<file path="src/rtl/mux_skid_pkg.sv">
// rtl/mux_skid_pkg.sv - shared types and helpers for the mux_skid_n skid-buffered selector
package mux_skid_pkg;

    localparam int MAX_N    = 16;
    localparam int MAX_SELW = $clog2(MAX_N);

    // Encoding is {main_valid, skid_valid}; 2'b01 is unreachable.
    typedef enum logic [1:0] {
        EMPTY = 2'b00,
        ONE   = 2'b10,
        FULL  = 2'b11
    } state_e;

    function automatic logic sel_in_range(input logic [MAX_SELW-1:0] sel, input int n);
        return int'(sel) < n;
    endfunction

endpackage

</file>
<file path="src/rtl/mux2_cell.sv">
// rtl/mux2_cell.sv - WIDTH-bit 2:1 mux cell; DELAY is kept for gate-level annotation, RTL is zero-delay
module mux2_cell #(
    parameter int WIDTH = 1,
    parameter int DELAY = 50
) (
    input  logic [WIDTH-1:0] a_i,
    input  logic [WIDTH-1:0] b_i,
    input  logic             sel_i,
    output logic [WIDTH-1:0] y_o
);

    if (DELAY < 0) begin : g_bad_delay
        $error("mux2_cell: DELAY must be non-negative");
    end

    assign y_o = sel_i ? b_i : a_i;

endmodule

</file>
<file path="src/rtl/mux_n_w.sv">
// rtl/mux_n_w.sv - combinational N:1 WIDTH-bit selector built as a heap-indexed tree of mux2_cell
module mux_n_w #(
    parameter  int WIDTH = 64,
    parameter  int N     = 4,
    parameter  int DELAY = 50,
    localparam int SELW  = $clog2(N)
) (
    input  logic [N*WIDTH-1:0] in_data_i,
    input  logic [SELW-1:0]    sel_i,
    output logic [WIDTH-1:0]   data_o
);

    localparam int LEAVES = 1 << SELW;

    // node[0] is the root; leaves sit at LEAVES-1 .. 2*LEAVES-2.
    logic [WIDTH-1:0] node [2*LEAVES-1];

    for (genvar k = 0; k < LEAVES; k++) begin : g_leaf
        if (k < N) begin : g_src
            assign node[LEAVES-1+k] = in_data_i[k*WIDTH +: WIDTH];
        end else begin : g_tie
            assign node[LEAVES-1+k] = '0;
        end
    end

    // The root steers on the select MSB, each deeper level on the next bit down.
    for (genvar i = 0; i < LEAVES-1; i++) begin : g_node
        localparam int D = $clog2(i + 2) - 1;
        mux2_cell #(
            .WIDTH (WIDTH),
            .DELAY (DELAY)
        ) u_cell (
            .a_i   (node[2*i+1]),
            .b_i   (node[2*i+2]),
            .sel_i (sel_i[SELW-1-D]),
            .y_o   (node[i])
        );
    end

    assign data_o = node[0];

endmodule

</file>
<file path="src/rtl/mux_skid_n.sv">
// rtl/mux_skid_n.sv - N:1 source select registered into a 2-entry skid buffer with valid/ready and flush
module mux_skid_n
    import mux_skid_pkg::*;
#(
    parameter  int WIDTH = 64,
    parameter  int N     = 4,
    parameter  int DELAY = 50,
    localparam int SELW  = $clog2(N)
) (
    input  logic               clk,
    input  logic               reset,
    input  logic [N*WIDTH-1:0] in_data,
    input  logic [SELW-1:0]    in_sel,
    input  logic               in_valid,
    output logic               in_ready,
    input  logic               flush,
    output logic [WIDTH-1:0]   out_data,
    output logic               out_valid,
    input  logic               out_ready,
    output logic               sel_err
);

    if (N < 2 || N > MAX_N) begin : g_bad_n
        $error("mux_skid_n: N must be in 2..16");
    end

    state_e           state_q, state_d;
    logic [WIDTH-1:0] main_q, main_d;
    logic [WIDTH-1:0] skid_q, skid_d;
    logic             sel_err_q, sel_err_d;

    logic [WIDTH-1:0]    tree_y;
    logic [WIDTH-1:0]    mux_val;
    logic [MAX_SELW-1:0] sel_ext;
    logic                sel_ok;
    logic                accept;
    logic                pop;

    mux_n_w #(
        .WIDTH (WIDTH),
        .N     (N),
        .DELAY (DELAY)
    ) u_mux (
        .in_data_i (in_data),
        .sel_i     (in_sel),
        .data_o    (tree_y)
    );

    assign sel_ext = MAX_SELW'(in_sel);
    assign sel_ok  = sel_in_range(sel_ext, N);
    // Zero-tied leaves already give 0 out of range; the gate keeps that explicit.
    assign mux_val = sel_ok ? tree_y : '0;

    assign in_ready  = (state_q != FULL);
    assign out_valid = (state_q != EMPTY);
    assign out_data  = main_q;
    assign sel_err   = sel_err_q;

    assign accept = in_valid & in_ready;
    assign pop    = out_valid & out_ready;

    always_comb begin
        state_d   = state_q;
        main_d    = main_q;
        skid_d    = skid_q;
        sel_err_d = 1'b0;
        if (flush) begin
            state_d = EMPTY;
        end else begin
            sel_err_d = accept & ~sel_ok;
            case (state_q)
                EMPTY: begin
                    if (accept) begin
                        main_d  = mux_val;
                        state_d = ONE;
                    end
                end
                ONE: begin
                    if (accept && pop) begin
                        main_d = mux_val;
                    end else if (accept) begin
                        skid_d  = mux_val;
                        state_d = FULL;
                    end else if (pop) begin
                        state_d = EMPTY;
                    end
                end
                FULL: begin
                    if (pop) begin
                        main_d  = skid_q;
                        state_d = ONE;
                    end
                end
                default: state_d = EMPTY;
            endcase
        end
    end

    always_ff @(posedge clk) begin
        if (reset) begin
            state_q   <= EMPTY;
            main_q    <= '0;
            skid_q    <= '0;
            sel_err_q <= 1'b0;
        end else begin
            state_q   <= state_d;
            main_q    <= main_d;
            skid_q    <= skid_d;
            sel_err_q <= sel_err_d;
        end
    end

endmodule

</file>
<file path="config.mk">
export PLATFORM = sky130hd
export DESIGN_NAME = mux_skid_n
export DESIGN_NICKNAME = d
export VERILOG_FILES = /design/src/rtl/mux_skid_pkg.sv /design/src/rtl/mux2_cell.sv /design/src/rtl/mux_n_w.sv /design/src/rtl/mux_skid_n.sv
export SDC_FILE = /design/constraint.sdc
export NUM_CORES = 1
export LEC_CHECK = 0
export BUFFER_PORTS_ARGS = -buffer_cell sky130_fd_sc_hd__buf_4
export CAP_MARGIN = 25
export CORE_MARGIN = 2
export CORE_UTILIZATION = 35
export CTS_CLUSTER_DIAMETER = 50
export DETAILED_ROUTE_END_ITERATION = 10
export PLACE_DENSITY = 0.72
export SYNTH_ARGS = -nofsm -noshare
export SYNTH_HDL_FRONTEND = slang
export SYNTH_SLANG_ARGS = --single-unit
</file>
<file path="constraint.sdc">
create_clock -name clk -period 3.4 [get_ports clk]
set_input_delay 0.34 -clock clk [delete_from_list [all_inputs] [get_ports clk]]
set_output_delay 0.34 -clock clk [all_outputs]
set_load 0.01 [all_outputs]
</file>
; Word-level counts from Yosys, hierarchy flattened
; Cells that the tools add are included.
[word_totals]
regBits = 131
in_bits = 263
wordCells = 41
[op_classes]
magnitude_cmp = 1
n_eq_ne = 8
n_mux = 14
bitwise_logic = 6
n_reduce_logical = 8
[ops]
columns = operator, count
row1 = $mux 64, 7
row2 = $pmux 64 s3, 1
row3 = $mux 2, 5
row4 = $ne 2x2->1 const B, 5
row5 = $reduce_and 4->1, 2
row6 = $pmux 2 s3, 1
row7 = $reduce_and 5->1, 1
row8 = $eq 2x2->1 const B, 2
row9 = $and 1x1->1, 3
row10 = $lt 2x3->1 const B, 1
row11 = $ne 3x3->1 const B, 1
row12 = $not 1->1, 3
row13 = $reduce_bool 3->1, 1
row14 = $logic_not 2->1, 1
row15 = $reduce_bool 2->1, 1
row16 = $reduce_or 2->1, 1
row17 = $logic_and 1x1->1, 1

; Depth between registers and ports, before layout
; Gate-level depths: netlist (run 1).
[depth]
ltp_word = 6
depth_mapped = 8
depth_no_buf = 6

; Cells and area by module
; Synthesis (run 1) repeated with hierarchy kept, for this count alone.
[hier_totals]
cells_unflattened = 813
area_unflattened_um2 = 9057.4
[by_module_without_submodules]
columns = module, n_inst, cells_per_inst, area_per_inst_um2
row1 = mux_skid_n, 1, 600, 5825.6
row2 = mux2_cell, 3, 71, 1077.3

; Worst setup path before layout (run 1)
; Ideal clock, no wire load.
[synth_timing]
path_kind = reg2reg
start = register state_q[0]
end = register main_q[0], in the netlist out_data[0]
arrival_time_ns = 1.760
required_time_ns = 3.248
slack_ns = 1.488
stages_incl_launch_ff = 8
n_path_buf = 1
path_cell_list = dfxtp_1 -> inv_1 -> ha_1 -> and2b_4 -> o211ai_2 -> a211oi_4 -> buf_6 -> a221oi_2
[synth_via]
elab_chain_len = 5
word_cells_on_any_way = 14
[synth_lines]
columns = item, line_no
row1 = from (decl), mux_skid_n.sv:27  ; state_e state_q, state_d;
row2 = from (signal assigned), mux_skid_n.sv:106  ; state_q <= state_d;
row3 = $ne 2x2->1 / $reduce_bool 2->1 (equally long branches), "mux_skid_n.sv:54, mux_skid_n.sv:55"
row4 = "$and 1x1->1, on equally long branches", "mux_skid_n.sv:59, mux_skid_n.sv:60"
row5 = $logic_and 1x1->1, mux_skid_n.sv:79  ; if (accept && pop) begin
row6 = $ne 2x2->1 (no line), -
row7 = $reduce_and 5->1 (no line), -
row8 = to (signal assigned), mux_skid_n.sv:107  ; main_q <= main_d;
row9 = to (decl), mux_skid_n.sv:28  ; logic [WIDTH-1:0] main_q, main_d;
; Several ways; a longest one is shown, not always the timed one.
; A chain may end at the register's enable or synchronous reset.

; Worst setup path after layout (run 1)
[layout_timing]
start = register state_q[0]
end = register skid_q[54]
[layout_via]
elab_chain_len = 5
word_cells_on_any_way = 8
[layout_lines]
columns = item, line_no
row1 = $ne 2x2->1 / $reduce_bool 2->1 (equally long branches), "mux_skid_n.sv:54, mux_skid_n.sv:55"
row2 = "$and 1x1->1, on equally long branches", "mux_skid_n.sv:59, mux_skid_n.sv:60"
row3 = $logic_and 1x1->1, mux_skid_n.sv:79
row4 = $not 1->1 (no line), -
row5 = $reduce_and 4->1 (no line) *, -
row6 = to (signal assigned), mux_skid_n.sv:108  ; skid_q <= skid_d;
row7 = to (decl), mux_skid_n.sv:29  ; logic [WIDTH-1:0] skid_q, skid_d;
; Every way passes the cells marked *; elsewhere a longest branch is shown, timed or not.

==> run_results.csv, run 1 <==
group,metric,value,unit
timing,fin_worst_skew,0.00971,ns
floorplanning,core_area,0.0211,sq mm
timing,fin_crit_sh,75.4,%
drt,drt-vias-per-instance,5.14,
drt,drt_pass1_iterations,6,
critical_path,regToRegStartpoint,"state_q[0]",
drt,drt_drc_violations_left,0,
synthesis,ys_types,31,
clock_tree,max-clock-path-buffers,2,
critical_path,path_class,"reg -> reg",
timing,achievable-frequency,0.390,GHz
synthesis,yosysSeqAreaShare,34.6,%
clock_tree,cts_made_buffers,17,
timing,finalCriticalPeriod,2.56,ns
power_and_ir_drop,power-per-cell-area,448,mW/mm^2
placed_design,place_area,0.0100,sq mm
grt,grt_max_degree,96,
floorplanning,num_io_pins,330,
critical_path,setup.worst_path.start_class,"flip-flop",
synthesis,flop_and_latch_count_out_of_synthesis,130,
cells_and_area,fin_nets,1239,
power_and_ir_drop,leakage,4.66,nW
floorplanning,floorplan.die.width,151,um
cells_and_area,antenna-diode-count,0,
placed_design,weighted_congestion_reported_at_the_end_of_routability_driven_placement,0.788,
synthesis,post_synth_inst_count,680,
grt,initial_antenna_violation_count,0,
critical_path,crit_arrival,2.81,ns
cells_and_area,post_layout_nonfiller_instances,1259,
synthesis,mappedNetlistNets,947,
clock_tree,cts_sinks,130,
grt,gr-usage-all-layers,19.5,%
timing,final_hold_violations,0,
drt,wl_per_cell,18.0,um
placed_design,hpwl,15900,um
grt,gr-total-overflow,0,
cells_and_area,finish.instance_area,0.0107,sq mm
grt,first_global_vias,6587,
placed_design,place.port_buffers,328,
power_and_ir_drop,total_power_consumption_of_the_routed_design,4.79,mW
outcome,status,"finished, final reports clean",
clock_tree,postCtsSetupRepairBufs,0,
clock_tree,tritoncts,"done",
timing,grt_setup_unrepaired,"no",
timing,timing.final.setup_violations,0,
clock_tree,post_cts_resized,0,
drt,total_length_of_routed_wires,22600,um
synthesis,synthesized_area,0.00753,sq mm
floorplanning,die_area,0.0227,sq mm
timing,timing.final.max_slew_violations,0,
timing,setup-tns-final,0,ns
placed_design,place.detailed.instances,1228,
timing,max_slew_margin_vs_limit,33.7,%
drt,dr.first_iter.drc_count,176,
clock_tree,clock_tree.root_cell,"sky130_fd_sc_hd__clkbuf_16",
worst_hold_path,hold_path_start,"flush",
grt,first_pass_grt_wire_length,34400,um
worst_hold_path,worst_hold_path_type,"in -> reg",
critical_path,worstPathMaxFanout,49,
timing,max_slew.worst_pin.slew,0.995,ns
floorplanning,floorplan.rows,53,
synthesis,synth_area_per_cell,11.1,sq um
critical_path,timing.critical_path.from,"state_q[0]",
power_and_ir_drop,ir_worst_vdd,0.282,mV
floorplanning,die-height,151,um
clock_tree,cts-hold-fix-buffers,0,
critical_path,worst-endpoint-required,3.65,ns
synthesis,ys.warnings.count,0,
job,number_of_max_cap_violations,0,
clock_tree,clk_latency,0.41,ns
clock_tree,clkTransAtPathRegs,0.06,ns
clock_tree,h-tree-depth,4,
drt,postRouteAntennaNets,0,
drt,detailroute.via_count,6477,
critical_path,critical_path.endpoint_type,"flip-flop",
cells_and_area,drive_gt1_share,57.3,%
cells_and_area,syn2layout_area_growth,42.0,%
floorplanning,initial_core_util,35.7,%
through the flow:
step                      setup WS [ns]  hold slack, ns  util [%]
after floorplan                    1.49           0.431         -
after global placement            0.915           0.437      47.5
after detailed placement          0.820           0.443      47.5
final                             0.837           0.351      50.7
after global routing              0.678           0.357      50.7
after CTS                         0.816           0.329      50.7
worst paths after layout:
kind,to,slack [ns],cells after the start
hold reg to reg,skid_q[61],0.45,2
hold / removal,state_q[0],0.35,3
setup reg to reg,skid_q[54],0.84,7
setup / recovery,skid_q[54],0.84,7
cells in the mapped netlist (all sizes together):
cell type | instances | area [sq um]
nor2 | 66 | 398
mux4 | 64 | 1440
o211ai | 3 | 27.5
and2b | 1 | 10.0
a21oi | 66 | 330
o21bai | 1 | 7.51
ha | 4 | 50.1
clkbuf | 15 | 57.6
a211oi | 2 | 27.5
mux2i | 66 | 661
nor3 | 2 | 21.3
inv | 5 | 18.8
nand3b | 1 | 7.51
nand2 | 131 | 492
or4 | 1 | 7.51
nor4 | 1 | 21.3
a221oi | 64 | 942
conb | 1 | 3.75
nand2b | 2 | 12.5
dfxtp | 130 | 2600
or3 | 1 | 6.26
buf | 53 | 385
sequential cells by signal, summed over array words and instances (netlist names):
register  cells
skid_q       64
state_q       2
out_data     64
placed cells by master, fill, tap and decap left out, types with 2 or more instances in the layout:
cell type and n:
sky130_fd_sc_hd__buf_4 338, sky130_fd_sc_hd__clkbuf_16 17, sky130_fd_sc_hd__nor2_2 60, sky130_fd_sc_hd__mux2i_1 66
sky130_fd_sc_hd__a221oi_1 3, sky130_fd_sc_hd__dfxtp_1 130, sky130_fd_sc_hd__buf_12 2, sky130_fd_sc_hd__ha_1 4
sky130_fd_sc_hd__nand2b_1 2, sky130_fd_sc_hd__o211ai_1 2, sky130_fd_sc_hd__a221oi_2 61, sky130_fd_sc_hd__a21oi_1 66
sky130_fd_sc_hd__inv_1 3, sky130_fd_sc_hd__nand2_1 131, sky130_fd_sc_hd__clkinv_4 4, sky130_fd_sc_hd__nor2_1 6
sky130_fd_sc_hd__bufinv_16 6, sky130_fd_sc_hd__mux4_2 64
worst max-delay path: stages, from the launching register on:
cell                       delay, ns
sky130_fd_sc_hd__dfxtp_1        0.34
sky130_fd_sc_hd__inv_1          0.09
sky130_fd_sc_hd__ha_1           0.30
sky130_fd_sc_hd__nand3b_1       0.23
sky130_fd_sc_hd__or3_2          0.90
sky130_fd_sc_hd__buf_4          0.38
sky130_fd_sc_hd__nand2_1        0.08
sky130_fd_sc_hd__a21oi_1        0.06
area by class of cell:
| cell class | instances | area [sq um] |
|---|---|---|
| well taps | 275 | 344 |
| clock inverters | 12 | 229 |
| clock buffers | 19 | 443 |
| fillers | 1909 | 10400 |
| repair buffers | 341 | 2590 |
| inverters | 5 | 21.3 |
| flip-flops and latches | 130 | 2600 |
| multi-input cells | 477 | 4470 |
where the power goes:
group | switching, mW | internal (mW) | leakage [nW]
Clock | 0.705 | 1.40 | 0.328
Combinational | 0.451 | 0.563 | 3.27
Sequential | 0.0616 | 1.62 | 1.06
cells by family (layout without fill, tap and decap cells):
group           count (synthesis)  in the layout  share of synthesized area (%)
simple gates                  206            206                           13.0
compound gates                136            136                           17.7
mux                           130            130                           27.9
flops                         130            130                           34.6
buf+inv                        73            377                           6.13
fa+ha+maj                       4              4                          0.665
other cells                     1              1                         0.0498
metal layers:
metal	share of wire (%)	GRT usage, %	up-vias
met5	0	0	-
met4	1.4	5.51	0
met3	7.9	4.94	17
met2	51	34.9	250
met1	40	23.1	3088
li1	-	-	3122
No activity file was read; power rests on OpenSTA's default activity.
==> inputs of run 2 (changes only) <==
--- a/config.mk
+++ b/config.mk
@@ -11,7 +11,7 @@
 export CORE_UTILIZATION = 35
 export CTS_CLUSTER_DIAMETER = 50
 export DETAILED_ROUTE_END_ITERATION = 10
-export PLACE_DENSITY = 0.72
+export PLACE_DENSITY = 0.74
 export SYNTH_ARGS = -nofsm -noshare
 export SYNTH_HDL_FRONTEND = slang
 export SYNTH_SLANG_ARGS = --single-unit
==> constraint.sdc (replaced) <==
create_clock -name clk -period 2.1 [get_ports clk]
set_input_delay 0.21 -clock clk [delete_from_list [all_inputs] [get_ports clk]]
set_output_delay 0.21 -clock clk [all_outputs]
set_load 0.01 [all_outputs]
==> run 2 against run 1 <==
Combinational power up 65%. First-iteration DRC count up 28%. Sequential power up 62%. Sequential cell count unchanged. Worst setup slack worse by 0.78 ns. Worst hold slack worse by 0.14 ns. Clock power up 27%. Cell area up 0.82%. Sequential share of layout area down 0.20 points. Critical path type unchanged. Routed wire length down 1.5%. Count of clock-buffer cells in the layout unchanged. Utilization up 0.42 points.
==> run_results.csv, run 2 (synthesis results as in run 1) <==
group,metric,value,unit
outcome,status,"finished, final reports clean",
drt,total_length_of_routed_wires,22300,um
timing,timing.final.setup_violations,0,
cells_and_area,fin_nets,1246,
cells_and_area,syn2layout_area_growth,43.2,%
drt,wl_per_cell,17.6,um
power_and_ir_drop,p_int,5.10,mW
critical_path,critical_path.endpoint_type,"flip-flop",
power_and_ir_drop,switching_share,27.9,%
timing,final_hold_violations,0,
cells_and_area,drive_gt1_share,57.7,%
drt,drt_drc_violations_left,0,
grt,first_global_vias,6718,
grt,gr-usage-all-layers,18.8,%
clock_tree,cts_made_buffers,17,
clock_tree,tritoncts,"done",
floorplanning,die_area,0.0227,sq mm
grt,initial_antenna_violation_count,0,
cells_and_area,antenna-diode-count,0,
floorplanning,floorplan.rows,53,
clock_tree,cts-hold-fix-buffers,0,
drt,dr.first_iter.drc_count,225,
timing,achievable-frequency,0.491,GHz
power_and_ir_drop,power.net_switching,1.97,mW
critical_path,regToRegStartpoint,"state_q[0]",
clock_tree,cts_sinks,130,
grt,grt_max_degree,65,
cells_and_area,post_layout_nonfiller_instances,1267,
clock_tree,max-clock-path-buffers,2,
cells_and_area,mostFrequentLayoutCell,"sky130_fd_sc_hd__buf_4",
critical_path,crit-reg2reg-capture,"out_data[21]",
placed_design,weighted_congestion_reported_at_the_end_of_routability_driven_placement,0.721,
grt,gr-total-overflow,0,
timing,timing.final.max_slew_violations,0,
drt,drt_pass1_iterations,4,
floorplanning,initial_core_util,35.7,%
clock_tree,clock_tree.root_cell,"sky130_fd_sc_hd__clkbuf_16",
worst_hold_path,timing.hold.worst_endpoint,"state_q[0]",
power_and_ir_drop,ir_worst_vdd,0.448,mV
floorplanning,floorplan.die.width,151,um
floorplanning,num_io_pins,330,
floorplanning,die-height,151,um
job,number_of_max_cap_violations,0,
placed_design,place.port_buffers,328,
drt,postRouteAntennaNets,0,
drt,detailroute.via_count,6574,
worst_hold_path,hold_path_start,"flush",
timing,finalCriticalPeriod,2.04,ns
placed_design,place.detailed.instances,1232,
critical_path,crit_arrival,2.31,ns
floorplanning,core_area,0.0211,sq mm
placed_design,hpwl,15800,um
critical_path,reg2reg_depth,8,
cells_and_area,finish.instance_area,0.0108,sq mm
placed_design,place_area,0.0102,sq mm
timing,fin_crit_sh,97.1,%
power_and_ir_drop,power-per-cell-area,656,mW/mm^2
worst_hold_path,hold-path-cell-count,3,
clock_tree,h-tree-depth,4,
worst_hold_path,worst_hold_path_type,"in -> reg",
drt,drt-vias-per-instance,5.19,
power_and_ir_drop,share_comb_of_total_power,23.7,%
critical_path,setup.worst_path.start_class,"flip-flop",
critical_path,path_class,"reg -> reg",
critical_path,worst-r2r-setup-slack,0.06,ns
cells_and_area,commonest_cells_after_routing_fill_and_taps_aside,"331 x sky130_fd_sc_hd__buf_4, 131 x sky130_fd_sc_hd__nand2_1, 130 x sky130_fd_sc_hd__dfxtp_1",
power_and_ir_drop,share_clk_of_total_power,37.8,%
power_and_ir_drop,leakage,4.68,nW
timing,fin_worst_skew,0.00918,ns
grt,first_pass_grt_wire_length,33400,um
critical_path,worst-endpoint-required,2.37,ns
clock_tree,clk_latency,0.41,ns
clock_tree,clkTransAtPathRegs,0.06,ns
critical_path,worstPathMaxFanout,28,
power_and_ir_drop,seq_power_share,38.5,%
[run 2: changes by cell type in the layout (fill, tap and decap cells not counted), sizes merged]
| cell | change |
|---|---|
| buf | +6 |
| clkbuf | +1 |
| clkinv | +2 |
| clkinvlp | +5 |
| bufinv | -6 |
[run 2: critical path, cell delays in order (launching register included)]
cell and delay, ns:
sky130_fd_sc_hd__dfxtp_1 0.38, sky130_fd_sc_hd__inv_1 0.08, sky130_fd_sc_hd__ha_1 0.23, sky130_fd_sc_hd__and2b_4 0.30, sky130_fd_sc_hd__o211ai_2 0.11, sky130_fd_sc_hd__a211oi_4 0.27
sky130_fd_sc_hd__buf_4 0.18, sky130_fd_sc_hd__buf_12 0.21, sky130_fd_sc_hd__a221oi_1 0.12
[run 2: final cells by class]
class | count | area, sq um
well taps | 275 | 344
fillers | 1907 | 10300
flip-flops and latches | 130 | 2600
multi-input cells | 477 | 4470
repair buffers | 348 | 2820
clock inverters | 13 | 88.8
inverters | 5 | 21.3
clock buffers | 19 | 443
[run 2: worst max path at each step]
stage,from,end,slack (ns),depth (start not counted)
floorplan,state_q[0],out_data[0],0.19,7
global placement,state_q[0],out_data[20],0.13,7
detailed placement,state_q[0],out_data[20],0.07,7
CTS,state_q[0],out_data[20],0.05,7
global route,state_q[0],out_data[22],-0.02,8
finish,state_q[0],out_data[21],0.06,8
[run 2: metal layers]
layer / vias up / global-route usage [%] / part of all wire, %
li1: 3134 / - / -
met1: 3174 / 21.1 / 39
met2: 252 / 35.0 / 52
met3: 14 / 5.09 / 8.1
met4: 0 / 5.05 / 1.2
met5: - / 0 / 0
[run 2: timing repair]
action                                 in CTS  in global routing
setup endpoints to repair                   0                 28
setup buffers                               0                  2
endpoints found under the hold margin       0                  0
gates resized for setup                     0                  2
[run 2: power by group through the flow]
| stage | combinational (mW) | clock, mW | sequential, mW |
|---|---|---|---|
| floorplan | 0.878 | 0 | 2.82 |
| global placement | 1.64 | 0 | 2.78 |
| detailed placement | 1.68 | 0 | 2.78 |
| CTS | 1.68 | 2.75 | 2.72 |
| global route | 1.80 | 2.84 | 2.74 |
| finish | 1.67 | 2.67 | 2.72 |
[run 2: metrics by stage]
stage	setup slack [ns]	power, mW	hold WS [ns]	utilization [%]	TNS [ns]
2_1_floorplan	0.188	3.70	0.395	-	0
3_3_place_gp	0.128	4.42	0.437	48.5	0
3_5_place_dp	0.0671	4.45	0.442	48.5	0
4_1_cts	0.0520	7.15	0.189	51.0	0
5_1_grt	-0.0171	7.38	0.233	51.1	-0.0303
6_report	0.0617	7.07	0.215	51.1	0
==> inputs of run 3 (changes only) <==
--- a/config.mk
+++ b/config.mk
@@ -5,11 +5,12 @@
 export SDC_FILE = /design/constraint.sdc
 export NUM_CORES = 1
 export LEC_CHECK = 0
+export ABC_AREA = 1
 export BUFFER_PORTS_ARGS = -buffer_cell sky130_fd_sc_hd__buf_4
 export CAP_MARGIN = 25
 export CORE_MARGIN = 2
 export CORE_UTILIZATION = 35
-export CTS_CLUSTER_DIAMETER = 50
+export CTS_CLUSTER_DIAMETER = 60
 export DETAILED_ROUTE_END_ITERATION = 10
 export PLACE_DENSITY = 0.74
 export SYNTH_ARGS = -nofsm -noshare
==> run 3 against run 2 <==
First-iteration DRC count rose by 140%. Worst hold slack lost 0.14 ns. Via count up 40%. Final cell count is 51% higher. Critical endpoint is now in_ready. Largest cell class unchanged.
==> run_results.csv, run 3 <==
group,metric,value,unit
outcome,status,"finished, final reports clean",
floorplanning,die_area,0.0235,sq mm
cells_and_area,finalCoreUtilization,50.3,%
timing,achievable-frequency,0.540,GHz
floorplanning,floorplan.die.width,153,um
grt,gr-total-overflow,0,
clock_tree,tritoncts,"done",
clock_tree,cts-hold-fix-buffers,0,
synthesis,async_flop_share,0,%
placed_design,place.detailed.instances,1883,
clock_tree,max-clock-path-buffers,2,
drt,wl_per_cell,13.8,um
critical_path,path_class,"reg -> out",
placed_design,place_area,0.0103,sq mm
clock_tree,clkTransAtPathRegs,0.06,ns
synthesis,ys_types,21,
critical_path,crit_arrival,1.64,ns
synthesis,synth-edff-count,0,
power_and_ir_drop,power-per-cell-area,701,mW/mm^2
cells_and_area,fin_nets,1889,
cells_and_area,filler_cell_count,2233,
drt,drt_pass1_iterations,4,
cells_and_area,ff_latch_area,0.00260,sq mm
worst_hold_path,timing.hold.worst_endpoint,"state_q[1]",
synthesis,cell_types_occupying_the_most_area_after_synthesis,"sky130_fd_sc_hd__dfxtp_1 33%, sky130_fd_sc_hd__nand2_1 25%, sky130_fd_sc_hd__nand3_1 13%, sky130_fd_sc_hd__nor2_1 9.4%, sky130_fd_sc_hd__a21oi_1 4.2%",
placed_design,place.port_buffers,328,
drt,drt_drc_violations_left,0,
clock_tree,post_cts_resized,0,
synthesis,synth_area_per_cell,5.75,sq um
floorplanning,core_area,0.0219,sq mm
synthesis,flop_and_latch_count_out_of_synthesis,130,
timing,fin_worst_skew,0.0141,ns
job,number_of_max_cap_violations,0,
drt,postRouteAntennaNets,0,
timing,final_hold_violations,0,
synthesis,synth_largest_area_cell,"sky130_fd_sc_hd__dfxtp_1",
synthesis,mappedNetlistNets,1625,
cells_and_area,syn2layout_area_growth,41.0,%
drt,total_length_of_routed_wires,26400,um
cells_and_area,drive_gt1_share,23.4,%
synthesis,synth.top_cell.area_share,33.3,%
timing,timing.final.setup_violations,0,
critical_path,regToRegStartpoint,"state_q[1]",
timing,max_slew_margin_vs_limit,48.3,%
power_and_ir_drop,leakage,5.70,nW
synthesis,yosysSeqAreaShare,33.3,%
cells_and_area,multiInputGateArea,0.00443,sq mm
critical_path,worstPathMaxFanout,34,
clock_tree,clock_tree.root_cell,"sky130_fd_sc_hd__clkbuf_16",
timing,setup-tns-final,0,ns
synthesis,ys.warnings.count,0,
timing,finalCriticalPeriod,1.85,ns
worst_hold_path,hold_path_start,"reset",
cells_and_area,mostFrequentLayoutCell,"sky130_fd_sc_hd__nand2_1",
timing,grt_setup_unrepaired,"no",
timing,fin_crit_sh,88.2,%
synthesis,synth_most_common_cell,"sky130_fd_sc_hd__nand2_1",
clock_tree,h-tree-depth,4,
timing,fin_worst_hold_slack,0.0790,ns
critical_path,setup.worst_path.start_class,"flip-flop",
placed_design,weighted_congestion_reported_at_the_end_of_routability_driven_placement,0.842,
critical_path,worst-r2r-setup-slack,0.31,ns
grt,grt_max_degree,129,
timing,timing.final.max_slew_violations,0,
floorplanning,floorplan.rows,54,
critical_path,critical_path.endpoint_type,"output pin",
synthesis,post_synth_inst_count,1358,
grt,first_pass_grt_wire_length,42200,um
worst_hold_path,hold-path-cell-count,4,
cells_and_area,post_layout_nonfiller_instances,1916,
grt,initial_antenna_violation_count,1,
grt,gr-usage-all-layers,21.7,%
drt,drt-vias-per-instance,4.80,
floorplanning,initial_core_util,35.7,%
synthesis,synth_ff_type,"sky130_fd_sc_hd__dfxtp_1",
drt,detailroute.via_count,9190,
clock_tree,postCtsSetupRepairBufs,0,
floorplanning,num_io_pins,330,
grt,first_global_vias,8598,
placed_design,hpwl,17700,um
timing,max_slew.worst_pin.slew,0.775,ns
synthesis,synthesized_area,0.00781,sq mm
synthesis,synthTopCellsByCount,"522 x sky130_fd_sc_hd__nand2_1, 196 x sky130_fd_sc_hd__nand3_1, 196 x sky130_fd_sc_hd__nor2_1",
critical_path,crit-reg2reg-capture,"out_data[59]",
clock_tree,cts_made_buffers,17,
worst_hold_path,worst_hold_path_type,"in -> reg",
cells_and_area,finish.instance_area,0.0110,sq mm
clock_tree,cts_sinks,130,
floorplanning,die-height,153,um
critical_path,reg2reg_depth,10,
cells_and_area,commonest_cells_after_routing_fill_and_taps_aside,"522 x sky130_fd_sc_hd__nand2_1, 333 x sky130_fd_sc_hd__buf_4, 196 x sky130_fd_sc_hd__nor2_1",
drt,dr.first_iter.drc_count,543,
power_and_ir_drop,ir_worst_vdd,0.460,mV
critical_path,worst-endpoint-required,1.89,ns
clock_tree,clk_latency,0.41,ns
==> run 3: critical path, stage by stage, from the launching register on <==
cell and delay (ns):
sky130_fd_sc_hd__dfxtp_1 0.34, sky130_fd_sc_hd__ha_2 0.22, sky130_fd_sc_hd__inv_2 0.08, sky130_fd_sc_hd__buf_4 0.38, sky130_fd_sc_hd__buf_4 0.21
==> run 3: cell families (layout without fill, tap and decap cells) <==
logic type	count (synthesis)	count (layout)	share of synthesized area, %
buffers and inverters	174	451	10.2
adder cells (fa/ha/maj)	4	4	0.640
AND/OR/NAND/NOR	918	918	47.4
flip-flops	130	130	33.3
AO/OA/AOI/OAI	131	131	8.42
other	1	2	0.0480
==> run 3: worst max-delay path by stage <==
stage | start | endpoint | slack (ns) | cells after the start
3_3_place_gp | state_q[0] | out_data[62] | 0.34 | 10
3_5_place_dp | state_q[1] | out_data[59] | 0.20 | 10
2_1_floorplan | state_q[0] | out_data[0] | 0.50 | 10
4_1_cts | state_q[1] | out_data[59] | 0.18 | 10
5_1_grt | state_q[1] | out_data[59] | 0.06 | 10
6_report | state_q[0] | in_ready | 0.25 | 4
==> run 3: layout make-up <==
class / count / share of cell area [%]
clock buffer: 20 / 4.15
clock inverter: 12 / 1.86
tap: 280 / 3.18
timing repair buffer: 342 / 24.3
inverter: 77 / 2.67
multi-input combinational: 1054 / 40.2
antenna: 1 / 0.0227
sequential: 130 / 23.6
==> run 3: per-stage QoR <==
step / setup slack, ns / total power [mW]
detailed placement: 0.201 / 4.47
floorplan: 0.499 / 3.69
global placement: 0.339 / 4.44
CTS: 0.181 / 7.80
global route: 0.0623 / 8.13
finish: 0.247 / 7.72
==> run 3: routing by layer <==
layer  vias up  share of wire, %  wire length (um)  GRT usage [%]
met5         -                 0                 0              0
met4         0               2.2               574           7.95
met3        42               5.6              1490           4.62
met2       257                49             12900           36.9
met1      4096                43             11400           27.0
li1       4795                 -                 -              -
==> run 3: power breakdown <==
part           total (mW)  switching (mW)  internal [mW]
Clock                3.30            1.13           2.18
Combinational        1.69           0.892          0.800
Sequential           2.73          0.0856           2.64
